<file path="config.mk">
export PLATFORM = sky130hd
export DESIGN_NAME = addr_gen_hc_wr_flat
export DESIGN_NICKNAME = d
export VERILOG_FILES = /design/src/rtl/addr_gen_hc_wr_if.sv /design/src/rtl/addr_gen_hc_wr.sv /design/src/flat_wrapper.sv
export SDC_FILE = /design/constraint.sdc
export NUM_CORES = 1
export LEC_CHECK = 0
export ABC_AREA = 1
export BUFFER_PORTS_ARGS = -buffer_cell sky130_fd_sc_hd__buf_4
export CORE_MARGIN = 2
export CORE_UTILIZATION = 55
export DETAILED_ROUTE_END_ITERATION = 10
export GPL_ROUTABILITY_DRIVEN = 0
export PLACE_DENSITY_LB_ADDON = 0.15
export SKIP_LAST_GASP = 1
export SYNTH_ARGS = -nofsm -noshare
export SYNTH_HDL_FRONTEND = slang
export SYNTH_SLANG_ARGS = --single-unit
</file>
<file path="constraint.sdc">
create_clock -name clk -period 3.4 [get_ports clk]
set_input_delay 0.68 -clock clk [delete_from_list [all_inputs] [get_ports clk]]
set_output_delay 0.68 -clock clk [all_outputs]
set_load 0.01 [all_outputs]
</file>
<file path="src/rtl/addr_gen_hc_wr_if.sv">
// Handshake/bus bundle between the LSTM cell output pipeline and the
// H/C write-address generator. The generator uses the slave modport.
interface addr_gen_hc_wr_if #(
    parameter int ADDR_WIDTH = 12
);
    logic                  en;
    logic                  i_valid_c;
    logic                  i_valid_h;
    logic [ADDR_WIDTH-1:0] o_addr_c;
    logic                  o_we_c;
    logic [ADDR_WIDTH-1:0] o_addr_h;
    logic                  o_we_h;
    logic                  o_zero;
    logic                  o_busy;
    logic                  o_done;
    logic                  o_err;

    modport master (
        output en, i_valid_c, i_valid_h,
        input  o_addr_c, o_we_c, o_addr_h, o_we_h, o_zero, o_busy, o_done, o_err
    );

    modport slave (
        input  en, i_valid_c, i_valid_h,
        output o_addr_c, o_we_c, o_addr_h, o_we_h, o_zero, o_busy, o_done, o_err
    );
endinterface

</file>
<file path="src/rtl/addr_gen_hc_wr.sv">
// Write-address generator for the H and C state memories in forward
// propagation. Zero-fills the t = -1 slots of both memories, then hands out
// one sequential write address per valid strobe until every timestep is
// written. All outputs are registered.
module addr_gen_hc_wr #(
    parameter int ADDR_WIDTH = 12,
    parameter int TIMESTEP   = 7,
    parameter int NUM_CELL   = 8
) (
    input  logic               clk,
    input  logic               rst,
    addr_gen_hc_wr_if.slave    bus
);
    localparam logic [ADDR_WIDTH-1:0] LAST     = ADDR_WIDTH'(NUM_CELL * (TIMESTEP + 1) - 1);
    localparam logic [ADDR_WIDTH-1:0] ZERO_END = ADDR_WIDTH'(NUM_CELL - 1);
    localparam logic [ADDR_WIDTH-1:0] RUN_BASE = ADDR_WIDTH'(NUM_CELL);

    typedef enum logic [1:0] {
        S_IDLE = 2'd0,
        S_ZERO = 2'd1,
        S_RUN  = 2'd2,
        S_DONE = 2'd3
    } state_t;

    state_t                state_q;
    logic [ADDR_WIDTH-1:0] ptr_c_q;
    logic [ADDR_WIDTH-1:0] ptr_h_q;
    logic                  full_c_q;
    logic                  full_h_q;
    logic [ADDR_WIDTH-1:0] addr_c_q;
    logic [ADDR_WIDTH-1:0] addr_h_q;
    logic                  we_c_q;
    logic                  we_h_q;
    logic                  zero_q;
    logic                  busy_q;
    logic                  done_q;
    logic                  err_q;

    logic                  acc_c_d;
    logic                  acc_h_d;
    logic                  proto_err_d;

    // Accept/reject decision for the RUN-phase strobes. Pointers only ever
    // satisfy ptr_h <= ptr_c, so inequality means H is strictly behind C.
    always_comb begin
        acc_c_d     = 1'b0;
        acc_h_d     = 1'b0;
        proto_err_d = 1'b0;
        if (state_q == S_RUN) begin
            acc_c_d     = bus.i_valid_c & ~full_c_q;
            acc_h_d     = bus.i_valid_h & ~full_h_q & ((ptr_h_q != ptr_c_q) | acc_c_d);
            proto_err_d = (bus.i_valid_c & ~acc_c_d) | (bus.i_valid_h & ~acc_h_d);
        end else begin
            acc_c_d     = 1'b0;
            acc_h_d     = 1'b0;
            proto_err_d = 1'b0;
        end
    end

    // Main FSM: phase sequencing, pointers and all registered outputs.
    always_ff @(posedge clk or negedge rst) begin
        if (!rst) begin
            state_q  <= S_IDLE;
            ptr_c_q  <= '0;
            ptr_h_q  <= '0;
            full_c_q <= 1'b0;
            full_h_q <= 1'b0;
            addr_c_q <= '0;
            addr_h_q <= '0;
            we_c_q   <= 1'b0;
            we_h_q   <= 1'b0;
            zero_q   <= 1'b0;
            busy_q   <= 1'b0;
            done_q   <= 1'b0;
            err_q    <= 1'b0;
        end else if (!bus.en) begin
            state_q  <= S_IDLE;
            ptr_c_q  <= '0;
            ptr_h_q  <= '0;
            full_c_q <= 1'b0;
            full_h_q <= 1'b0;
            addr_c_q <= '0;
            addr_h_q <= '0;
            we_c_q   <= 1'b0;
            we_h_q   <= 1'b0;
            zero_q   <= 1'b0;
            busy_q   <= 1'b0;
            done_q   <= 1'b0;
            err_q    <= 1'b0;
        end else begin
            case (state_q)
                S_IDLE: begin
                    // Valids here are ignored; first zero-fill address goes out now.
                    state_q  <= S_ZERO;
                    addr_c_q <= '0;
                    addr_h_q <= '0;
                    we_c_q   <= 1'b1;
                    we_h_q   <= 1'b1;
                    zero_q   <= 1'b1;
                    busy_q   <= 1'b1;
                end
                S_ZERO: begin
                    if (bus.i_valid_c || bus.i_valid_h) begin
                        err_q <= 1'b1;
                    end else begin
                        err_q <= err_q;
                    end
                    if (addr_c_q == ZERO_END) begin
                        state_q <= S_RUN;
                        we_c_q  <= 1'b0;
                        we_h_q  <= 1'b0;
                        zero_q  <= 1'b0;
                        ptr_c_q <= RUN_BASE;
                        ptr_h_q <= RUN_BASE;
                    end else begin
                        addr_c_q <= addr_c_q + ADDR_WIDTH'(1);
                        addr_h_q <= addr_h_q + ADDR_WIDTH'(1);
                    end
                end
                S_RUN: begin
                    if (full_c_q && full_h_q) begin
                        state_q <= S_DONE;
                        done_q  <= 1'b1;
                        busy_q  <= 1'b0;
                        we_c_q  <= 1'b0;
                        we_h_q  <= 1'b0;
                        if (bus.i_valid_c || bus.i_valid_h) begin
                            err_q <= 1'b1;
                        end else begin
                            err_q <= err_q;
                        end
                    end else begin
                        we_c_q <= acc_c_d;
                        we_h_q <= acc_h_d;
                        if (acc_c_d) begin
                            addr_c_q <= ptr_c_q;
                            ptr_c_q  <= ptr_c_q + ADDR_WIDTH'(1);
                            full_c_q <= (ptr_c_q == LAST);
                        end else begin
                            addr_c_q <= addr_c_q;
                        end
                        if (acc_h_d) begin
                            addr_h_q <= ptr_h_q;
                            ptr_h_q  <= ptr_h_q + ADDR_WIDTH'(1);
                            full_h_q <= (ptr_h_q == LAST);
                        end else begin
                            addr_h_q <= addr_h_q;
                        end
                        if (proto_err_d) begin
                            err_q <= 1'b1;
                        end else begin
                            err_q <= err_q;
                        end
                    end
                end
                S_DONE: begin
                    if (bus.i_valid_c || bus.i_valid_h) begin
                        err_q <= 1'b1;
                    end else begin
                        err_q <= err_q;
                    end
                end
                default: begin
                    state_q <= S_IDLE;
                    we_c_q  <= 1'b0;
                    we_h_q  <= 1'b0;
                    zero_q  <= 1'b0;
                    busy_q  <= 1'b0;
                    done_q  <= 1'b0;
                end
            endcase
        end
    end

    assign bus.o_addr_c = addr_c_q;
    assign bus.o_addr_h = addr_h_q;
    assign bus.o_we_c   = we_c_q;
    assign bus.o_we_h   = we_h_q;
    assign bus.o_zero   = zero_q;
    assign bus.o_busy   = busy_q;
    assign bus.o_done   = done_q;
    assign bus.o_err    = err_q;

endmodule

</file>
<file path="src/flat_wrapper.sv">
// flat-port wrapper written by rule: the top's interface ports become plain ports
module addr_gen_hc_wr_flat 
#(
    parameter int ADDR_WIDTH = 12,
    parameter int TIMESTEP   = 7,
    parameter int NUM_CELL   = 8
)
  (clk, rst, bus_en, bus_i_valid_c, bus_i_valid_h, bus_o_addr_c, bus_o_we_c, bus_o_addr_h, bus_o_we_h, bus_o_zero, bus_o_busy, bus_o_done, bus_o_err);
  addr_gen_hc_wr_if #(.ADDR_WIDTH(ADDR_WIDTH)) bus_i ();
  input  logic clk;
  input  logic rst;
  input wire logic [$bits(bus_i.en)-1:0] bus_en;
  input wire logic [$bits(bus_i.i_valid_c)-1:0] bus_i_valid_c;
  input wire logic [$bits(bus_i.i_valid_h)-1:0] bus_i_valid_h;
  output wire logic [$bits(bus_i.o_addr_c)-1:0] bus_o_addr_c;
  output wire logic [$bits(bus_i.o_we_c)-1:0] bus_o_we_c;
  output wire logic [$bits(bus_i.o_addr_h)-1:0] bus_o_addr_h;
  output wire logic [$bits(bus_i.o_we_h)-1:0] bus_o_we_h;
  output wire logic [$bits(bus_i.o_zero)-1:0] bus_o_zero;
  output wire logic [$bits(bus_i.o_busy)-1:0] bus_o_busy;
  output wire logic [$bits(bus_i.o_done)-1:0] bus_o_done;
  output wire logic [$bits(bus_i.o_err)-1:0] bus_o_err;
  assign bus_i.en = bus_en;
  assign bus_i.i_valid_c = bus_i_valid_c;
  assign bus_i.i_valid_h = bus_i_valid_h;
  assign bus_o_addr_c = bus_i.o_addr_c;
  assign bus_o_we_c = bus_i.o_we_c;
  assign bus_o_addr_h = bus_i.o_addr_h;
  assign bus_o_we_h = bus_i.o_we_h;
  assign bus_o_zero = bus_i.o_zero;
  assign bus_o_busy = bus_i.o_busy;
  assign bus_o_done = bus_i.o_done;
  assign bus_o_err = bus_i.o_err;
  addr_gen_hc_wr #(.ADDR_WIDTH(ADDR_WIDTH), .TIMESTEP(TIMESTEP), .NUM_CELL(NUM_CELL)) u_core (.clk(clk), .rst(rst), .bus(bus_i));
endmodule
</file>
==> key figures <==
Worst setup path
  • CP Capture Type: flip-flop
  • Worst Path Max Fanout: 14
  • Critical Path RT: 3.67 ns
  • CP Cell Sequence: inv_1, ha_1, clkinv_1, nand2_1, nand2_1, nand2_1, nand3_2, clkinv_1, o21ai_0, a21oi_1
  • CP max-delay cell: dfrtp_1
  • Slowest cell delay on critical path: 0.42 ns
  • Critical path's top delay family: buffers and inverters
  • RR Endpoint: u_core.ptr_c_q[3]$_DFFE_PN0P_
  • Buffers plus inverters on the worst setup path: 3
  • Cells on worst reg2reg path: 10
  • CP dominant cell by count: nand2_1
  • R2R Setup Slk: 0.86 ns
  • Type of origin of the critical path: flip-flop
  • Reg-to-reg startpoint: u_core.state_q[1]$_DFFE_PN0P_
  • WS Path Type: flip-flop to flip-flop
  • Worst path arrival time: 2.81 ns
  • Critical Path Start: u_core.state_q[1]$_DFFE_PN0P_

Route
  • Wl on met1: 4900 microns
  • Routed len/inst: 14.6 microns
  • Total number of vias: 4111
  • Routed wl met3: 680 microns
  • Met2 wire len: 4880 microns
  • DRT Wirelength: 10700 microns
  • Uppermost layer routed: met4
  • DRT Pass-1 Iters: 5
  • Via-per-instance ratio: 5.62
  • Starting DRT DRC Count: 408
  • Remaining DRCs: 0
  • ANT nets after route: 0

Synthesis
  • Syn Inst Count: 602
  • Yosys reg bits: 58
  • Synth area leader: dfrtp_1
  • Predominant post-synthesis flop cell: dfrtp_1
  • Async SR Flop Fraction: 100%
  • Most frequent cell after synthesis: nand2_1
  • Area share of the largest cell type after synthesis: 36.1%
  • Synth warn: 0
  • Yosys cell types: 34
  • Top cells by count, synth: nand2_1 (208), dfrtp_1 (58), inv_1 (56), nand3_1 (56), nor2_1 (38)
  • Sequential area share after synthesis: 36.1%
  • Main area contributors after synthesis: dfrtp_1 (36%), nand2_1 (19%), nand3_1 (7.0%)
  • Post-synth EDFFs: 0
  • Mapped cell area: 4020 sq um
  • Mean Syn Cell Area: 6.67 sq um
  • Syn_nets: 615

Placement
  • Post-place setup slack: 0.950 ns
  • Port Buffers: 34
  • Hpwl dp: 7890 microns

Timing
  • Final Skew: 0.00973 ns
  • Final setup vio count: 0
  • Max-slew violations: 0
  • Hold Slack: 0.392 ns
  • Post-route setup slack: 0.858 ns
  • Min Tclk post-route: 2.54 ns
  • RSZ-0062 raised after global routing: no
  • Final critical-path share of the clock period: 74.8%
  • Final-report hold violation count: 0
  • Max frequency: 393 MHz
  • Slew Limit Headroom: 51.0%
  • Slew @ Worst Pin: 0.734 ns
  • Sum Neg Setup Slack: 0 ns

Floorplanning
  • IO Pins: 35
  • # rows: 31
  • Die Span Y: 89.5 microns
  • Initial Util: 56.0%
  • Die area: 8000 sq um
  • Die Span X: 89.5 microns
  • Core Box Area: 7180 sq um

Power
  • Seq pwr share: 34.0%
  • Power density over cell area: 535 nW/um^2
  • Clk network pwr share: 33.2%
  • NetSw: 931 uW
  • Leak: 0.00215 uW
  • Logic pwr share: 32.7%
  • Int Pwr: 1500 uW
  • Max VDD drop: 0.340 mV
  • Sw Share: 38.3%
  • Power, Total: 2430 uW

Clock network
  • Later-pin clock latency in the skew report: 0.34 ns
  • CTS buffer count: 9
  • Clk root buf: clkbuf_8
  • Maximum clock insertion buffer count: 2
  • # hold bufs at CTS: 0
  • H-Tree Depth: 3
  • TritonCTS clock tree: done
  • Cts repair resizes: 0
  • Register clock-pin slew on the reported worst setup and hold paths: 0.07 ns
  • Clock sinks: 58
  • Post-CTS Setup Bufs: 0

Global route
  • Largest net degree at the start of global routing: 59
  • Number of antenna violations at the first check in global routing: 0
  • Gr usage total: 28.9%
  • Global-route wire length before repair: 17800 microns
  • Remaining global-route overflow: 0
  • Vias in the first global route: 3719

Hold path
  • HP Class: input port to asynchronous set/reset pin

Run
  • Max cap viols: 0

Finish
  • Final core occ: 63.3%
  • Synth-to-Final Area Change: 13.1%
  • Final net count: 641
  • Diode count: 0
  • # fillers: 651
  • Layout cell share with drive strength beyond 1: 13.6%

Outcome
  • Outcome: completed
## worst max-delay path by stage
stage	cells after the start	end	slack [ns]
after floorplan	12	u_core.ptr_h_q[7]$_DFFE_PN0P_	1.61
after global placement	8	u_core.bus.o_addr_c[9]$_DFFE_PN0P_	1.03
after detailed placement	10	u_core.ptr_c_q[3]$_DFFE_PN0P_	0.95
after CTS	10	u_core.ptr_c_q[3]$_DFFE_PN0P_	0.93
after global routing	10	u_core.ptr_c_q[3]$_DFFE_PN0P_	0.54
final	10	u_core.ptr_c_q[3]$_DFFE_PN0P_	0.86
## power by group through the flow
stage / Clock, uW / Sequential [uW] / Combinational, uW
after floorplan: 0 / 838 / 601
after detailed placement: 0 / 837 / 784
final: 807 / 827 / 795
after global routing: 848 / 838 / 893
after global placement: 0 / 834 / 769
after CTS: 816 / 825 / 787
## cell families (layout without fill, tap and decap cells)
logic type / after synthesis / count (layout) / share of synthesized area (%)
xor+xnor: 4 / 4 / 0.872
fa+ha+maj: 8 / 8 / 2.49
flops: 58 / 58 / 36.1
simple gates: 356 / 356 / 38.3
buf+inv: 88 / 119 / 9.35
compound gates: 88 / 88 / 12.8
## flip-flops by register name (all words and copies together), names as in the netlist, 2 cells and up
name,count
u_core.bus.o_addr_h,12
u_core.state_q,2
u_core.ptr_h_q,12
u_core.ptr_c_q,12
u_core.bus.o_addr_c,12
## layout make-up
class | instances | area (sq um) | area share (%)
Timing Repair Buffer | 37 | 278 | 6.12
Sequential cell | 58 | 1450 | 32.0
Inverter | 66 | 248 | 5.45
Tap cell | 99 | 124 | 2.73
Multi-Input combinational cell | 456 | 2190 | 48.2
Clock inverter | 5 | 100 | 2.20
Clock buffer | 11 | 151 | 3.33
## cell usage in the layout (no fill, tap or decap), drive strengths merged
cell type and instances:
o32ai 1, dfrtp 58, nand2 214, clkinv 6
a31oi 1, clkbuf 11, ha 8, o21ai 67
o31ai 1, xor2 4, nor2 40, buf 37
o21bai 2, or2 5, nor3 19, nand4 21
nand3 57, o22ai 7, bufinv 3, inv 62
a21oi 9
## stage by stage
stage	area, sq um	instances
after floorplan	4020	602
after global placement	4290	716
after detailed placement	4290	716
after CTS	4540	732
after global routing	4540	732
final	4540	732
## worst register-to-register path: stages, from the launching register on
cell and delay (ns):
dfrtp_1 0.42, inv_1 0.10, ha_1 0.41, clkinv_1 0.34
nand2_1 0.21, nand2_1 0.09, nand2_1 0.09, nand3_2 0.25
clkinv_1 0.27, o21ai_0 0.13, a21oi_1 0.15
## metal layers
layer,global-route usage (%),vias to the layer above
met5,0,-
met4,11.1,0
met3,3.97,24
met2,44.3,169
met1,41.3,1904
li1,-,2014
(Power assumes the default switching activity.)
